## config.mk

```make
export PLATFORM = sky130hd
export DESIGN_NAME = uart_rx
export DESIGN_NICKNAME = d
export VERILOG_FILES = /design/src/rtl/uart_rx.sv
export SDC_FILE = /design/constraint.sdc
export NUM_CORES = 1
export LEC_CHECK = 0
export CAP_MARGIN = 25
export CORE_AREA = 8 8 84 86
export DETAILED_ROUTE_END_ITERATION = 8
export DIE_AREA = 0 0 92 94
export PLACE_DENSITY = 0.52
export RECOVER_POWER = 25
export SLEW_MARGIN = 20
export SYNTH_ARGS = -nofsm -noshare
export SYNTH_HDL_FRONTEND = slang
export SYNTH_SLANG_ARGS = --single-unit
```

## constraint.sdc

```tcl
create_clock -name clock -period 3.8 [get_ports clock]
set_input_delay 0.57 -clock clock [delete_from_list [all_inputs] [get_ports clock]]
set_output_delay 0.57 -clock clock [all_outputs]
set_load 0.02 [all_outputs]
```

## src/rtl/uart_rx.sv

```systemverilog
// Asynchronous serial receiver: start, WORD_WIDTH data bits LSB first, parity, stop.
// Mid-bit sampling of a synchronised line, output held on a valid/ready register.
module uart_rx #(
  parameter int BAUD_RATE   = 115200,
  parameter int CLK_RATE    = 100000000,
  parameter int WORD_WIDTH  = 8,
  parameter int EVEN_PARITY = 0
) (
  input  logic                  clock,
  input  logic                  rst,
  input  logic                  rx_data_in,
  input  logic                  rx_ready,
  output logic [WORD_WIDTH-1:0] rx_data_out,
  output logic                  rx_data_valid,
  output logic                  rx_parity_err,
  output logic                  rx_frame_err,
  output logic                  rx_overrun,
  output logic                  rx_busy
);

  localparam int BIT_CNT  = CLK_RATE / BAUD_RATE;
  localparam int HALF_CNT = BIT_CNT / 2;
  localparam int BAUD_W   = (BIT_CNT > 1) ? $clog2(BIT_CNT) : 1;
  localparam int BITS_W   = (WORD_WIDTH > 1) ? $clog2(WORD_WIDTH) : 1;

  localparam logic [BAUD_W-1:0] BIT_LAST  = BAUD_W'(BIT_CNT - 1);
  localparam logic [BAUD_W-1:0] HALF_LAST = BAUD_W'(HALF_CNT - 1);
  localparam logic [BITS_W-1:0] WORD_LAST = BITS_W'(WORD_WIDTH - 1);

  localparam logic [2:0] S_IDLE   = 3'd0;
  localparam logic [2:0] S_START  = 3'd1;
  localparam logic [2:0] S_DATA   = 3'd2;
  localparam logic [2:0] S_PARITY = 3'd3;
  localparam logic [2:0] S_STOP   = 3'd4;

  logic                  sync1_q, sync1_d;
  logic                  sync2_q, sync2_d;
  logic                  prev_q, prev_d;
  logic [2:0]            state_q, state_d;
  logic [BAUD_W-1:0]     baud_q, baud_d;
  logic [BITS_W-1:0]     bits_q, bits_d;
  logic [WORD_WIDTH-1:0] shift_q, shift_d;
  logic                  par_err_q, par_err_d;
  logic [WORD_WIDTH-1:0] data_out_q, data_out_d;
  logic                  valid_q, valid_d;
  logic                  perr_q, perr_d;
  logic                  ferr_q, ferr_d;
  logic                  ovr_q, ovr_d;

  logic baud_tick;
  logic frame_done;
  logic exp_par;
  logic accept;

  always_comb begin
    sync1_d    = rx_data_in;
    sync2_d    = sync1_q;
    prev_d     = sync2_q;
    state_d    = state_q;
    baud_d     = baud_q;
    bits_d     = bits_q;
    shift_d    = shift_q;
    par_err_d  = par_err_q;
    frame_done = 1'b0;
    baud_tick  = (baud_q == BIT_LAST);
    exp_par    = (EVEN_PARITY != 0) ? ^shift_q : ~^shift_q;

    case (state_q)
      S_IDLE: begin
        baud_d = '0;
        if (prev_q && !sync2_q) state_d = S_START;
      end
      S_START: begin
        if (baud_q == HALF_LAST) begin
          baud_d  = '0;
          bits_d  = '0;
          state_d = sync2_q ? S_IDLE : S_DATA;
        end else begin
          baud_d = baud_q + 1'b1;
        end
      end
      S_DATA: begin
        if (baud_tick) begin
          baud_d  = '0;
          shift_d = {sync2_q, shift_q[WORD_WIDTH-1:1]};
          if (bits_q == WORD_LAST) state_d = S_PARITY;
          else bits_d = bits_q + 1'b1;
        end else begin
          baud_d = baud_q + 1'b1;
        end
      end
      S_PARITY: begin
        if (baud_tick) begin
          baud_d    = '0;
          par_err_d = (sync2_q != exp_par);
          state_d   = S_STOP;
        end else begin
          baud_d = baud_q + 1'b1;
        end
      end
      S_STOP: begin
        // Leave at mid-stop so a back-to-back start edge is not missed.
        if (baud_tick) begin
          baud_d     = '0;
          frame_done = 1'b1;
          state_d    = S_IDLE;
        end else begin
          baud_d = baud_q + 1'b1;
        end
      end
      default: state_d = S_IDLE;
    endcase
  end

  always_comb begin
    accept     = valid_q && rx_ready;
    data_out_d = data_out_q;
    perr_d     = perr_q;
    ferr_d     = ferr_q;
    valid_d    = accept ? 1'b0 : valid_q;
    ovr_d      = accept ? 1'b0 : ovr_q;
    // A completing frame is dropped only if the held word is not leaving this cycle.
    if (frame_done) begin
      if (!valid_q || rx_ready) begin
        data_out_d = shift_q;
        perr_d     = par_err_q;
        ferr_d     = !sync2_q;
        valid_d    = 1'b1;
      end else begin
        ovr_d = 1'b1;
      end
    end
  end

  always_ff @(posedge clock) begin
    if (rst) begin
      sync1_q    <= 1'b1;
      sync2_q    <= 1'b1;
      prev_q     <= 1'b1;
      state_q    <= S_IDLE;
      baud_q     <= '0;
      bits_q     <= '0;
      shift_q    <= '0;
      par_err_q  <= 1'b0;
      data_out_q <= '0;
      valid_q    <= 1'b0;
      perr_q     <= 1'b0;
      ferr_q     <= 1'b0;
      ovr_q      <= 1'b0;
    end else begin
      sync1_q    <= sync1_d;
      sync2_q    <= sync2_d;
      prev_q     <= prev_d;
      state_q    <= state_d;
      baud_q     <= baud_d;
      bits_q     <= bits_d;
      shift_q    <= shift_d;
      par_err_q  <= par_err_d;
      data_out_q <= data_out_d;
      valid_q    <= valid_d;
      perr_q     <= perr_d;
      ferr_q     <= ferr_d;
      ovr_q      <= ovr_d;
    end
  end

  assign rx_data_out   = data_out_q;
  assign rx_data_valid = valid_q;
  assign rx_parity_err = perr_q;
  assign rx_frame_err  = ferr_q;
  assign rx_overrun    = ovr_q;
  assign rx_busy       = (state_q != S_IDLE);

endmodule

```

==> metrics.txt, run 1 <==
register area share after synthesis=0.408; Starting Density=0.342; # hold bufs at CTS=0; Least-Margin Pin Slew=1.79 ns; nets=234; Max Cap Violations=1; f_max=0.368 GHz; Clock Path Buffers=2; 1st-iter DRT viols=49; failing checks=capacitance limit, slew limit; H-tree Lvls=2; EDFF count, synth=0; Sw Ratio=0.219; post-route cell area=0.00229 mm2; post-layout min period=2.72 ns; Final setup viols=0; max_slew headroom=-0.192; Seq pwr share=0.527; router iterations before antenna repair=4; total congestion overflow=0; largest net degree at the start of global routing=41; clk_skew=0.00358 ns; row cnt=28; Lkg Pwr=0.836 nW; crit path kind=in -> reg; CTS root buf=clkbuf_8; clock power share=0.444; # fillers=593; Placed Area=0.00217 mm2; GRT Overall Usage=0.102; Vias=1563; Post-Route WL=4.23 mm; Syn Area/Cell=9.13 um2; layout cells sized above 1=0.0881; final hold vios=0; cells along the critical path=dlygate4sd3_1 -> clkbuf_1 -> nand2b_1 -> o32a_1 -> o22ai_1; CP max FO=40; die height=94 um; Max IR drop VDD=0.212 mV; RSZ-0062 raised after global routing=no; num ports=17; ant diodes=0; antenna violations before repair=0; Place WS=1.46 ns; Mapped Area=0.00196 mm2; first-pass GRT wire length=7.30 mm; Die W=92 um; Switching Power=176 uW; Reg area=801 um2; clock buffer count from CTS=5; area of the multi-input gates=0.00110 mm2; Clk Latency, worst-skew pair=0.29 ns; Placer Congestion=0.750; Int Pwr=628 uW; CTS tree=built; HPWL after DPL=2.84 mm; CP peak stage delay=1.29 ns; Syn Nets=223; Final Max Slew Viols=41; final hold slack=0.415 ns; area grow syn2layout=16.4%; outcome=finished, violations left; Top FF cell, synth=dfxtp_1; Critical-path top delay cell=clkbuf_1; Setup TNS Final=0 ns; vias in the first global route=1475; via/cell ratio=5.18; WL/cell=14.0 um; setup bufs post-CTS=0; Worst setup EP type=flip-flop; post-route ant nets=0; core footprint=0.00575 mm2; PortBufs=16; DRC=0; Synth Register Bits=40; setup ws final=1.08 ns; library cells used by synthesis=50; yosys warns=0; ys async rst share=0; CP Launch Type=input pin; PD cells=351 mW/mm2; fin crit share=0.716; hold crit path type=reg -> reg; DIE AREA=0.00865 mm2; Synth Instances=215; Clock Pin Slew Worst Setup and Hold Paths=0.08 ns; Crit path required time=3.96 ns; Combinational Power Share=0.030; post-cts sizing count=0; Data arrival, critical path=2.88 ns; TritonCTS Sinks=40
## path summary, 6_finish.rpt
| kind | from | endpoint | slack, ns | cells past startpoint |
|---|---|---|---|---|
| max | rst | state_q[1] | 1.08 | 5 |
| min | sync1_q | prev_d | 0.42 | 1 |
| max reg2reg | baud_q[0] | baud_q[8] | 1.68 | 5 |
| min reg2reg | sync1_q | prev_d | 0.42 | 1 |
## sequential cells by signal, summed over array words and instances (netlist names)
signal	count
rx_data_out	8
rx_parity_err	1
rx_data_valid	1
sync1_q	1
bits_q	3
shift_q	8
par_err_q	1
rx_overrun	1
rx_frame_err	1
prev_d	1
prev_q	1
state_q	3
baud_q	10
## metal layers
layer	vias to the layer above	track usage	wire [um]
met5	-	0	0
met4	0	0.0322	40
met3	4	0.0304	186
met2	20	0.157	1830
met1	727	0.132	2170
li1	812	-	-
## Yosys cell counts, types with 2 or more instances
cell type	instances	area share
buf_2	4	0.010
or4_1	4	0.015
nor3b_1	4	0.015
nor3_1	6	0.015
xor2_1	5	0.022
nand4_1	5	0.016
nand3_1	11	0.028
o21ai_0	11	0.028
inv_1	3	0.0057
nand3b_1	2	0.0076
or3b_2	3	0.013
o21bai_1	3	0.011
or3_1	2	0.0064
ha_1	4	0.025
o21a_1	2	0.0076
or2_2	4	0.013
xnor2_1	6	0.027
mux2i_1	8	0.041
and2_1	4	0.013
nand2_1	9	0.017
nor2b_1	2	0.0064
o31ai_1	3	0.011
a21oi_1	20	0.051
nand2b_1	2	0.0064
a211oi_1	3	0.011
dfxtp_1	40	0.41
clkbuf_1	8	0.015
o22ai_1	2	0.0064
and3_1	2	0.0064
a31oi_1	2	0.0064
nor2_1	12	0.023
## power by group through the flow
| stage | Combinational [mW] | Sequential [mW] | Clock, mW |
|---|---|---|---|
| 2_1_floorplan | 0.0169 | 0.432 | 0 |
| 3_3_place_gp | 0.0245 | 0.433 | 0 |
| 3_5_place_dp | 0.0245 | 0.433 | 0 |
| 4_1_cts | 0.0245 | 0.423 | 0.371 |
| 5_1_grt | 0.0264 | 0.424 | 0.386 |
| 6_report | 0.0237 | 0.423 | 0.357 |
## layout by cell type (no fill, tap or decap), types with 6 or more instances in the layout
cell type and n:
dlygate4sd3_1 11, mux2i_1 8, nor2_1 12, nor3_1 6
a21oi_1 20, o21ai_0 11, xnor2_1 6, nand3_1 11
nand2_1 9, dfxtp_1 40
## worst max-delay path: cells and delay by family
| family | cells | cell delay (ns) |
|---|---|---|
| compound gates | 2 | 0.22 |
| buf+inv | 2 | 1.82 |
| simple gates | 1 | 0.26 |
## layout make-up
cell class	count	share of cell area
inverter	3	0.00493
tap	75	0.0411
multi-input combinational	159	0.482
sequential	40	0.350
clock buffer	5	0.0301
clock inverter	3	0.0203
timing repair buffer	17	0.0717
## cell families after synthesis
logic type,share of synthesized area
compound gates,0.188
xor+xnor,0.0605
fa+ha+maj,0.0255
buf+inv,0.0351
flops,0.408
mux,0.0408
simple gates,0.242
## through the flow
step                      total power [mW]  utilization  instances
after floorplan                      0.449            -        215
after global placement               0.457        0.377        294
after detailed placement             0.458        0.377        294
after CTS                            0.819        0.397        302
after global routing                 0.836        0.398        302
final                                0.803        0.398        302
No activity file was read; power rests on OpenSTA's default activity.
==> run 2: changes to the inputs <==
- clock period: 3.8 -> 2.7 ns (I/O delays scaled with it)
==> run 2 against run 1 <==
Net effect:
- the flow now finishes without violations
- hold slack worse by 0.0029 ns
- register-to-register slack worse by 1.1 ns
- global-route usage increased by 0.052 points
- wire length grew 0.26%
- die area is the same
- first-iteration DRC count down 16%
- sequential share of layout area is 0.45 points lower
- largest power group unchanged
==> metrics.txt, run 2 (synthesized netlist as in run 1, its figures left out) <==
outcome=complete, no violations; post-layout min period=2.11 ns; core footprint=0.00575 mm2 (unchanged); vias in the first global route=1464 (-0.75%); post-route ant nets=0 (unchanged); Vias=1581 (+1.2%); DRC=0 (unchanged); Final Max Slew Viols=0 (-100%); most frequent cells in the layout=dfxtp_1 (40), a21oi_1 (20), nor2_1 (12); setup ws final=0.587 ns (-0.492 ns); Reg area=801 um2 (unchanged); area grow syn2layout=18.0%; Cells after DPL=298 (+1.4%); Critical-path top delay cell=clkdlybuf4s50_1; Die W=92 um (unchanged); H-tree Lvls=2 (unchanged); Place WS=0.623 ns (-0.833 ns); # hold bufs at CTS=0 (unchanged); CP Launch Type=flip-flop; PortBufs=16 (unchanged); die height=94 um (unchanged); Clock Pin Slew Worst Setup and Hold Paths=0.08 ns (about the same); Placer Congestion=0.760 (+1.3%); Setup TNS Final=0 ns (unchanged); final hold slack=0.412 ns (-0.00290 ns); Biggest register=baud_q; crit path kind=reg -> out; clk_skew=0.00933 ns (+0.00575 ns); num ports=17 (unchanged); HPWL after DPL=2.91 mm (+2.2%); GRT Overall Usage=0.102 (+0.000520); Data arrival, critical path=1.71 ns (-1.17 ns); cells along the critical path=or3_1 -> clkdlybuf4s50_1; fin crit share=0.783; Setup crit start=state_q[2]; nets=238 (+1.7%); Placed Area=0.00220 mm2 (+1.4%); post-route cell area=0.00232 mm2 (+1.3%); commonest non-fill, non-tap cell in the layout=dfxtp_1; Total Power=1.15 mW (+44%); TritonCTS Sinks=40 (unchanged); 1st-iter DRT viols=41 (-16%); FF-to-FF Start=baud_q[0]; Starting Density=0.342 (unchanged); Max IR drop VDD=0.218 mV (+2.8%); Least-Margin Pin Slew=0.802 ns (-0.986 ns); HP Start=sync1_q; Largest register FFs=10 (unchanged); PD cells=498 mW/mm2 (+42%); Lkg Pwr=0.867 nW (+3.7%); Crit path required time=2.30 ns (-1.66 ns); total congestion overflow=0 (unchanged); row cnt=28 (unchanged); CP peak stage delay=0.54 ns (-0.75 ns); setup bufs post-CTS=0 (unchanged); RSZ-0062 raised after global routing=no; CTS root buf=clkbuf_8; largest net degree at the start of global routing=41 (unchanged); Max Cap Violations=0 (-1); non-filler instance count after layout=306 (+1.3%); Final setup viols=0 (unchanged); # fillers=606 (+2.2%); hold crit path type=reg -> reg; CP max FO=16 (-60%); router iterations before antenna repair=4 (unchanged); CTS tree=built; DIE AREA=0.00865 mm2 (unchanged); area of the multi-input gates=0.00109 mm2 (-0.68%); final core utilization=0.403 (+0.00523); post-cts sizing count=0 (unchanged); Clk Latency, worst-skew pair=0.30 ns (about the same); Post-Route WL=4.24 mm (+0.26%); final hold vios=0 (unchanged); clock buffer count from CTS=5 (unchanged); f_max=0.473 GHz; via/cell ratio=5.17 (-0.17%); ant diodes=0 (unchanged); Clock Path Buffers=2 (unchanged); max_slew headroom=0.466 (+0.657); first-pass GRT wire length=7.24 mm (-0.85%); Worst setup EP type=output port; antenna violations before repair=0 (unchanged); layout cells sized above 1=0.104 (+0.0158); WL/cell=13.8 um (-1.1%)
## run 2: cell types whose count changed in the layout (fill, tap and decap cells not counted), sizes merged
| cell | delta |
|---|---|
| buf | +4 |
| clkinvlp | -1 |
| clkinv | +1 |
| clkbuf | +1 |
| inv | -1 |
## run 2: power by group
group	switching [mW]	internal [mW]	leakage, nW	total, mW
Clock	0.221	0.302	0.0614	0.523
Sequential	0.00199	0.592	0.323	0.594
Combinational	0.0219	0.0146	0.482	0.0365
Total	0.245	0.909	0.867	1.15
## run 2: cell type report
type                            count  share of cell area
Clock buffer                        6              0.0357
Clock inverter                      2              0.0167
Inverter                            3             0.00486
Multi-Input combinational cell    159               0.472
Sequential cell                    40               0.346
Tap cell                           75              0.0405
Timing Repair Buffer               21              0.0843
## run 2: final timing paths
| check | cells after the start | to | slack, ns |
|---|---|---|---|
| setup / recovery | 2 | rx_busy | 0.59 |
| setup reg to reg | 6 | bits_q[1] | 0.59 |
| hold reg to reg | 1 | prev_d | 0.41 |
| hold / removal | 1 | prev_d | 0.41 |
## run 2: critical path, delay by kind of cell, from the launching register on
family / cells / cell delay, ns
buf+inv: 1 / 0.54
flops: 1 / 0.45
simple gates: 1 / 0.42
## run 2: metal layers
layer | global-route usage | part of all wire
met1 | 0.134 | 0.52
met2 | 0.155 | 0.42
met3 | 0.0304 | 0.047
met4 | 0.0362 | 0.013
met5 | 0 | 0
